File: config.mk
export PLATFORM = sky130hd
export DESIGN_NAME = uart_tx_feeder
export DESIGN_NICKNAME = d
export VERILOG_FILES = /design/src/rtl/uart_pkg.sv /design/src/rtl/sync_fifo_core.sv /design/src/rtl/uart_tx_feeder.sv
export SDC_FILE = /design/constraint.sdc
export NUM_CORES = 1
export LEC_CHECK = 0
export BUFFER_PORTS_ARGS = -buffer_cell sky130_fd_sc_hd__buf_2
export CAP_MARGIN = 30
export CORE_ASPECT_RATIO = 1.5
export CORE_UTILIZATION = 60
export DETAILED_ROUTE_END_ITERATION = 16
export MAX_ROUTING_LAYER = met4
export PLACE_DENSITY_LB_ADDON = 0.1
export SLEW_MARGIN = 20
export SYNTH_ARGS = -nofsm -noshare
export SYNTH_HDL_FRONTEND = slang
export SYNTH_HIERARCHICAL = 1
export SYNTH_SLANG_ARGS = --single-unit
File: constraint.sdc
create_clock -name clk -period 3.95 [get_ports clk]
set_input_delay 0.1975 -clock clk [delete_from_list [all_inputs] [get_ports clk]]
set_output_delay 0.1975 -clock clk [all_outputs]
set_load 0.05 [all_outputs]
File: src/rtl/uart_pkg.sv
// Shared types for the UART transmit path.
// Byte type and feeder sequencer states.
package uart_pkg;

    localparam int UART_DATA_WIDTH = 8;

    typedef logic [UART_DATA_WIDTH-1:0] uart_byte_t;

    typedef enum logic [1:0] {
        IDLE,
        PRESENT,
        RELEASE
    } feeder_state_t;

endpackage

File: src/rtl/sync_fifo_core.sv
// Byte FIFO with registered count/full/empty flags.
// Flush overrides both the write and the pop of the same cycle.
module sync_fifo_core
    import uart_pkg::*;
#(
    parameter  int DEPTH      = 16,
    localparam int ADDR_WIDTH = $clog2(DEPTH)
) (
    input  logic                  clk,
    input  logic                  nrst,
    input  uart_byte_t            wr_data,
    input  logic                  wr_en,
    input  logic                  rd_en,
    input  logic                  flush,
    output uart_byte_t            rd_data,
    output logic                  full,
    output logic                  empty,
    output logic [ADDR_WIDTH:0]   count,
    output logic                  overflow
);

    localparam logic [ADDR_WIDTH-1:0] PTR_ONE  = ADDR_WIDTH'(1);
    localparam logic [ADDR_WIDTH:0]   CNT_ONE  = (ADDR_WIDTH+1)'(1);
    localparam logic [ADDR_WIDTH:0]   CNT_FULL = (ADDR_WIDTH+1)'(DEPTH);

    uart_byte_t            mem_q [DEPTH];
    logic [ADDR_WIDTH-1:0] wr_ptr_q, wr_ptr_d;
    logic [ADDR_WIDTH-1:0] rd_ptr_q, rd_ptr_d;
    logic [ADDR_WIDTH:0]   count_q, count_d;
    logic                  full_q, empty_q, overflow_q;
    logic                  do_wr, do_rd;

    assign do_wr = wr_en & ~full_q & ~flush;
    assign do_rd = rd_en & ~empty_q & ~flush;

    always_comb begin
        wr_ptr_d = wr_ptr_q;
        rd_ptr_d = rd_ptr_q;
        count_d  = count_q;
        if (flush) begin
            wr_ptr_d = '0;
            rd_ptr_d = '0;
            count_d  = '0;
        end else begin
            if (do_wr) wr_ptr_d = wr_ptr_q + PTR_ONE;
            if (do_rd) rd_ptr_d = rd_ptr_q + PTR_ONE;
            if (do_wr && !do_rd)
                count_d = count_q + CNT_ONE;
            else if (!do_wr && do_rd)
                count_d = count_q - CNT_ONE;
        end
    end

    always_ff @(posedge clk or negedge nrst) begin
        if (!nrst) begin
            wr_ptr_q   <= '0;
            rd_ptr_q   <= '0;
            count_q    <= '0;
            full_q     <= 1'b0;
            empty_q    <= 1'b1;
            overflow_q <= 1'b0;
        end else begin
            wr_ptr_q   <= wr_ptr_d;
            rd_ptr_q   <= rd_ptr_d;
            count_q    <= count_d;
            full_q     <= (count_d == CNT_FULL);
            empty_q    <= (count_d == '0);
            overflow_q <= wr_en & full_q & ~flush;
        end
    end

    // Storage is deliberately left out of reset.
    always_ff @(posedge clk) begin
        if (do_wr) mem_q[wr_ptr_q] <= wr_data;
    end

    assign rd_data  = mem_q[rd_ptr_q];
    assign full     = full_q;
    assign empty    = empty_q;
    assign count    = count_q;
    assign overflow = overflow_q;

endmodule

File: src/rtl/uart_tx_feeder.sv
// Serialises queued bytes onto the uart_tx data/data_valid/tx_ack handshake.
// Every byte gets a fresh rising edge of tx_data_valid.
module uart_tx_feeder
    import uart_pkg::*;
#(
    parameter  int DEPTH      = 16,
    localparam int ADDR_WIDTH = $clog2(DEPTH)
) (
    input  logic                clk,
    input  logic                nrst,
    input  uart_byte_t          wr_data,
    input  logic                wr_en,
    input  logic                flush,
    output logic                full,
    output logic                empty,
    output logic [ADDR_WIDTH:0] count,
    output logic                overflow,
    output logic                busy,
    output uart_byte_t          tx_data,
    output logic                tx_data_valid,
    input  logic                tx_ack
);

    feeder_state_t state_q, state_d;
    uart_byte_t    data_q, data_d;
    logic          valid_q, valid_d;
    uart_byte_t    rd_data;
    logic          pop;

    assign pop = (state_q == IDLE) & ~empty & ~flush;

    sync_fifo_core #(
        .DEPTH (DEPTH)
    ) u_fifo (
        .clk      (clk),
        .nrst     (nrst),
        .wr_data  (wr_data),
        .wr_en    (wr_en),
        .rd_en    (pop),
        .flush    (flush),
        .rd_data  (rd_data),
        .full     (full),
        .empty    (empty),
        .count    (count),
        .overflow (overflow)
    );

    always_comb begin
        state_d = state_q;
        data_d  = data_q;
        valid_d = valid_q;
        unique case (state_q)
            IDLE: begin
                if (pop) begin
                    data_d  = rd_data;
                    valid_d = 1'b1;
                    state_d = PRESENT;
                end
            end
            PRESENT: begin
                if (tx_ack) begin
                    valid_d = 1'b0;
                    state_d = RELEASE;
                end
            end
            RELEASE: begin
                if (!tx_ack) state_d = IDLE;
            end
            default: begin
                valid_d = 1'b0;
                state_d = IDLE;
            end
        endcase
    end

    always_ff @(posedge clk or negedge nrst) begin
        if (!nrst) begin
            state_q <= IDLE;
            data_q  <= '0;
            valid_q <= 1'b0;
        end else begin
            state_q <= state_d;
            data_q  <= data_d;
            valid_q <= valid_d;
        end
    end

    assign busy          = (state_q != IDLE);
    assign tx_data       = data_q;
    assign tx_data_valid = valid_q;

endmodule
==> summary.txt, run 1 <==
Clock network
  • Clock-pin slew on the worst setup and hold paths: 0.06 ns
  • Hold Buf Count CTS: 1
  • H-tree lvl count: 4
  • CTS resizes: 0
  • Postcts setup bufs: 0
  • CTS tree: built
  • CTS Buf Count: 17
  • Sink Count: 155
  • Worst skew pair latency: 0.41 ns
  • Root buf cell: clkbuf_16
  • Max clock buf depth: 2

Yosys
  • Xor/xnor cell area share of the yosys netlist: 0.0110
  • Synth Area per Inst: 16.5 µm²
  • Yosys synthesis warning count: 6
  • Synth unique cells: 41
  • Post-synth EDFFs: 128
  • Fraction of the mapped netlist area in adder cells: 0.0138
  • Post-synthesis mux area share: 0.128
  • Yosys reg bits: 155
  • Main combinational cell family by area after synthesis: multiplexers
  • Simple-gate portion of the synthesized area: 0.0642
  • Syn Nets: 406
  • Cell taking the most area after synthesis: edfxtp_1
  • Area of the mapped netlist: 0.00636 mm²
  • Synthesized instance count: 386
  • Register area share after synthesis: 0.711
  • Post-synth ARST share: 0.174
  • Post-synthesis compound-gate area fraction: 0.0543
  • Synth top area share: 0.605
  • Main synth FF type: edfxtp_1
  • Top cells by area, synth: edfxtp_1 60%, dfrtp_1 10%, mux4_2 5.7%

Detailed routing
  • Avg WL per Cell: 22.1 µm
  • Residual DRC: 0
  • Via count: 3561
  • Vias per cell: 6.15
  • Number of DRC markers in iteration 0: 278
  • First drt pass iteration count: 4
  • Routed WL: 12.8 mm
  • Final ANT Viol Nets: 0

Floorplan
  • Die ar.: 0.0110 mm²
  • Effective utilization at floorplan: 0.624
  • Core region area: 0.0102 mm²
  • Die H: 128 µm
  • Num ports: 31
  • Die Wd: 86.0 µm
  • Row cnt: 45

Final layout
  • Fillcell total: 661
  • Most common cell after layout, fill and taps aside: edfxtp_1
  • Count of non-filler cells in the finished layout: 579
  • Layout cells sized above 1: 0.253
  • Nets: 445
  • Area delta synth->final: 14.4%
  • Antenna cells: 0
  • Most frequent cells in the layout: 128 x edfxtp_1, 30 x buf_2, 25 x dfrtp_1

Job
  • Max cap viols: 0

Critical path
  • Slowest CP cell: nor4_4
  • CP Capture Type: flop
  • Largest fanout on the critical path: 11
  • Critical Path AT: 2.87 ns
  • Critical path class: reg2reg
  • Crit-path max cell delay: 0.59 ns
  • Crit-path cells: nor4_4 > nor2b_1 > nor2_1 > o41ai_1 > o221ai_1 > nor3b_1
  • Crit path launch type: flop
  • Worst R2R Path Depth: 6
  • Worst Path Required: 4.28 ns

Timing
  • Fmax: 0.393 GHz
  • Layout Skew: 0.00501 ns
  • Setup TNS: 0 ns
  • RSZ-0062 raised after global routing: no
  • Actual slew at the worst max-slew pin: 0.991 ns
  • Final hold violation count: 0
  • Tmin final: 2.54 ns
  • Setup Viol. Count Final: 0
  • Final slew viol count: 0
  • Worst rel slew slack: 0.337
  • Tcrit/Tclk final: 0.644
  • Hold_ws: 0.0343 ns

Global routing
  • First-pass GRT wire length: 19.7 mm
  • Total gr overflow: 0
  • Largest net degree at the start of global routing: 28
  • Vias in the first global route: 3491
  • Antenna violations before repair: 0
  • Total GRT Usage: 0.263

Pwr
  • Leakage power: 2.49 nW
  • Maximum vdd drop: 0.399 mV
  • Power per Cell Area: 586 mW/mm²

Placement
  • Placed Instances: 546
  • Post-detail-place hpwl: 8.09 mm
  • Number of port buffers: 30
  • GPL Wtd Cong: 0.865

Hold path
  • Hold Path Stages: 2
  • Worst hold path class: in2reg

Outcome
  • Status: complete, no violations
-- cell families (layout without fill, tap and decap cells) --
logic type,after synthesis,count (layout)
AO/OA/AOI/OAI,54,54
XOR/XNOR,8,8
adder cells (fa/ha/maj),7,7
buffers and inverters,24,76
flip-flops,155,155
multiplexers,58,58
AND/OR/NAND/NOR,80,80
-- routing by layer --
metal,up-vias,GRT usage,share of wire
li1,1585,-,-
met1,1831,0.325,0.41
met2,122,0.423,0.52
met3,23,0.0509,0.044
met4,0,0.119,0.025
met5,-,-,0
-- registers in the layout (all words and copies together), names as in the netlist --
register,count
u_fifo/overflow,1
u_fifo/wr_ptr_q,4
u_fifo/mem_q,128
u_fifo/full,1
tx_data_valid,1
u_fifo/rd_ptr_q,4
tx_data,8
state_q,2
u_fifo/empty,1
u_fifo/count,5
-- layout make-up --
cell class | instances | area (µm²) | share of cell area
Sequential cell | 155 | 4520 | 0.622
Clock buffer | 17 | 425 | 0.0585
Tap cell | 141 | 176 | 0.0243
Multi-Input combinational cell | 207 | 1720 | 0.237
Inverter | 5 | 18.8 | 0.00258
Timing Repair Buffer | 39 | 233 | 0.0320
Clock inverter | 15 | 174 | 0.0239
-- critical path: cells and delay by family (launching register included) --
family          cells  cell delay (ns)
flops               1             0.44
compound gates      2             0.59
simple gates        4             1.43
-- final timing paths --
kind	from	end	slack, ns
worst max-delay path	state_q[0]	u_fifo/full	1.41
worst min-delay path	tx_ack	state_q[1]	0.03
worst max register to register	state_q[0]	u_fifo/full	1.41
worst min register to register	tx_data_valid	tx_data_valid	0.49
max in group asynchronous	nrst	u_fifo/rd_ptr_q[0]	3.18
min in group asynchronous	nrst	u_fifo/overflow	0.33
-- synth_stat cells (3+ instances only) --
master / count
clkbuf_1: 7
xnor2_1: 3
nand2b_1: 4
edfxtp_1: 128
a221oi_1: 8
mux2_2: 16
dfrtp_1: 26
nand2_1: 21
nor2_1: 24
mux4_2: 16
o21ai_0: 19
nand3_1: 4
a22oi_1: 8
nor2b_1: 5
buf_2: 10
inv_1: 5
xor2_1: 5
nor3_1: 6
and2_1: 3
ha_1: 7
a21oi_1: 12
mux2i_1: 24
-- per-stage QoR --
stage	utilization	cell area, µm²	total power, W	setup slack (ns)
2_1_floorplan	-	6360	0.00250	1.72
3_3_place_gp	0.654	6660	0.00266	1.48
3_5_place_dp	0.654	6660	0.00268	1.39
4_1_cts	0.713	7270	0.00430	1.43
5_1_grt	0.713	7270	0.00441	1.17
6_report	0.713	7270	0.00426	1.41
-- power by group --
part           switching (W)  internal (W)  total, W  leakage [nW]
sequential         0.0000835       0.00186   0.00194          1.50
combinational       0.000458      0.000245  0.000702         0.711
clock               0.000627      0.000992   0.00162         0.283
total                0.00117       0.00310   0.00426          2.49
No activity file was read; power rests on OpenSTA's default activity.
==> run 2, diff against run 1 <==
Settings changed: CORE_UTILIZATION 60 to 55.
Clock period 3.95 ns to 2.1 ns, I/O delays scaled along.
==> summary.txt, run 2 (same netlist as run 1, synthesis figures left out) <==
Floorplan
  • Die Wd: 89.8 µm
  • Effective utilization at floorplan: 0.572
  • Core region area: 0.0111 mm²
  • Row cnt: 47
  • Die ar.: 0.0120 mm²
  • Die H: 134 µm
  • Num ports: 31

Timing
  • RSZ-0062 raised after global routing: no
  • Final hold violation count: 0
  • Worst rel slew slack: 0.538
  • Actual slew at the worst max-slew pin: 0.694 ns
  • Tcrit/Tclk final: 0.914
  • Setup Viol. Count Final: 0
  • Tmin final: 1.92 ns
  • Final slew viol count: 0
  • Fmax: 0.521 GHz
  • Layout Skew: 0.0100 ns

Final layout
  • Antenna cells: 0
  • Most frequent cells in the layout: 128 x edfxtp_1, 32 x buf_4, 30 x buf_2
  • Layout cells sized above 1: 0.293
  • Fillcell total: 763
  • Count of non-filler cells in the finished layout: 614
  • Biggest register: u_fifo/mem_q
  • Nets: 474
  • Max reg flops: 128
  • Most common cell after layout, fill and taps aside: edfxtp_1
  • Area delta synth->final: 18.4%
  • Final core occ: 0.677

Critical path
  • FF-to-FF Start: u_fifo/rd_ptr_q[0]
  • Largest fanout on the critical path: 26
  • Worst R2R Path Depth: 7
  • Critical Path AT: 2.22 ns
  • R2R setup slack: 0.18 ns
  • CP Capture Type: flop
  • Worst Path Required: 2.40 ns
  • Critical path class: reg2reg
  • Worst reg2reg endpoint: tx_data[3]
  • Crit path launch type: flop

Hold path
  • Hold Path Stages: 1
  • Hold path start: wr_data[2]
  • Hold endpoint: u_fifo/mem_q[10][2]
  • Worst hold path class: in2reg

Pwr
  • Clk pwr share: 0.371
  • NetSw: 0.00224 W
  • Power per Cell Area: 1080 mW/mm²
  • Seq pwr share: 0.450
  • Leakage power: 2.65 nW
  • Comb pwr share: 0.179
  • Maximum vdd drop: 0.818 mV
  • P_int: 0.00586 W
  • Overall Power: 0.00809 W
  • Switching Fraction: 0.276

Placement
  • Post-detail-place hpwl: 9.03 mm
  • GPL Wtd Cong: 0.851
  • Placed Instances: 579
  • Number of port buffers: 30

Detailed routing
  • Residual DRC: 0
  • First drt pass iteration count: 4
  • Number of DRC markers in iteration 0: 236
  • Routed WL: 13.4 mm
  • Vias per cell: 5.87
  • Final ANT Viol Nets: 0
  • Avg WL per Cell: 21.8 µm
  • Via count: 3606

Clock network
  • Postcts setup bufs: 0
  • Clock-pin slew on the worst setup and hold paths: 0.06 ns
  • Sink Count: 155
  • Max clock buf depth: 2
  • Worst skew pair latency: 0.42 ns
  • H-tree lvl count: 4
  • Root buf cell: clkbuf_16
  • CTS Buf Count: 17
  • CTS tree: built

Global routing
  • Total GRT Usage: 0.251
  • First-pass GRT wire length: 21.2 mm
  • Largest net degree at the start of global routing: 28
  • Vias in the first global route: 3776
  • Antenna violations before repair: 0
  • Total gr overflow: 0

Job
  • Max cap viols: 0

Outcome
  • Status: complete, no violations
-- run 2: cell type report --
type                    count  area [µm²]  area share
clock inverters             9        85.1      0.0113
inverters                   5        18.8     0.00249
repair buffers             68         480      0.0638
flip-flops and latches    155        4520       0.601
clock buffers              23         512      0.0680
well taps                 147         184      0.0244
multi-input cells         207        1720       0.229
-- run 2: power by group through the flow --
stage / Combinational [W] / Sequential [W] / Clock [W]
finish: 0.00145 / 0.00364 / 0.00301
global route: 0.00153 / 0.00366 / 0.00315
CTS: 0.00145 / 0.00364 / 0.00303
detailed placement: 0.00144 / 0.00370 / 0
global placement: 0.00142 / 0.00370 / 0
floorplan: 0.000610 / 0.00409 / 0
-- run 2: per-layer routing --
layer / vias up / wire length (µm) / GRT usage
met2: 85 / 6990 / 0.411
li1: 1624 / - / -
met5: - / 0 / -
met1: 1876 / 5540 / 0.302
met3: 21 / 392 / 0.0474
met4: 0 / 442 / 0.122
-- run 2: worst max path at each step --
stage	from	endpoint	depth (start not counted)
after detailed placement	u_fifo/rd_ptr_q[0]	tx_data[3]	7
after global routing	u_fifo/empty	u_fifo/full	8
final	u_fifo/rd_ptr_q[0]	tx_data[3]	7
after global placement	u_fifo/empty	u_fifo/empty	6
after CTS	u_fifo/empty	u_fifo/full	6
after floorplan	u_fifo/empty	u_fifo/full	6
-- run 2: critical path, cell delays in order (launching register included) --
cell,delay [ns]
dfrtp_2,0.41
buf_12,0.22
mux2_2,0.35
o21ai_0,0.18
a21oi_1,0.11
o21ai_0,0.21
nand2_1,0.08
mux2_2,0.26
-- run 2: metrics by stage --
| step | instance area [µm²] | worst slack (ns) | hold WS (ns) | setup TNS, ns |
|---|---|---|---|---|
| after floorplan | 6360 | -0.107 | -0.191 | -0.211 |
| after global placement | 6900 | 0.235 | 0.176 | 0 |
| after detailed placement | 6900 | 0.192 | 0.183 | 0 |
| after CTS | 7520 | 0.178 | 0.0729 | 0 |
| after global routing | 7530 | 0.0362 | 0.0783 | 0 |
| final | 7530 | 0.182 | 0.0764 | 0 |
-- run 2: what timing repair did --
item | in CTS | in global routing
setup endpoints to repair | 0 | 1
resized for setup | 0 | 1
hold endpoints to repair | 29 | 0
hold buffers | 3 | 0
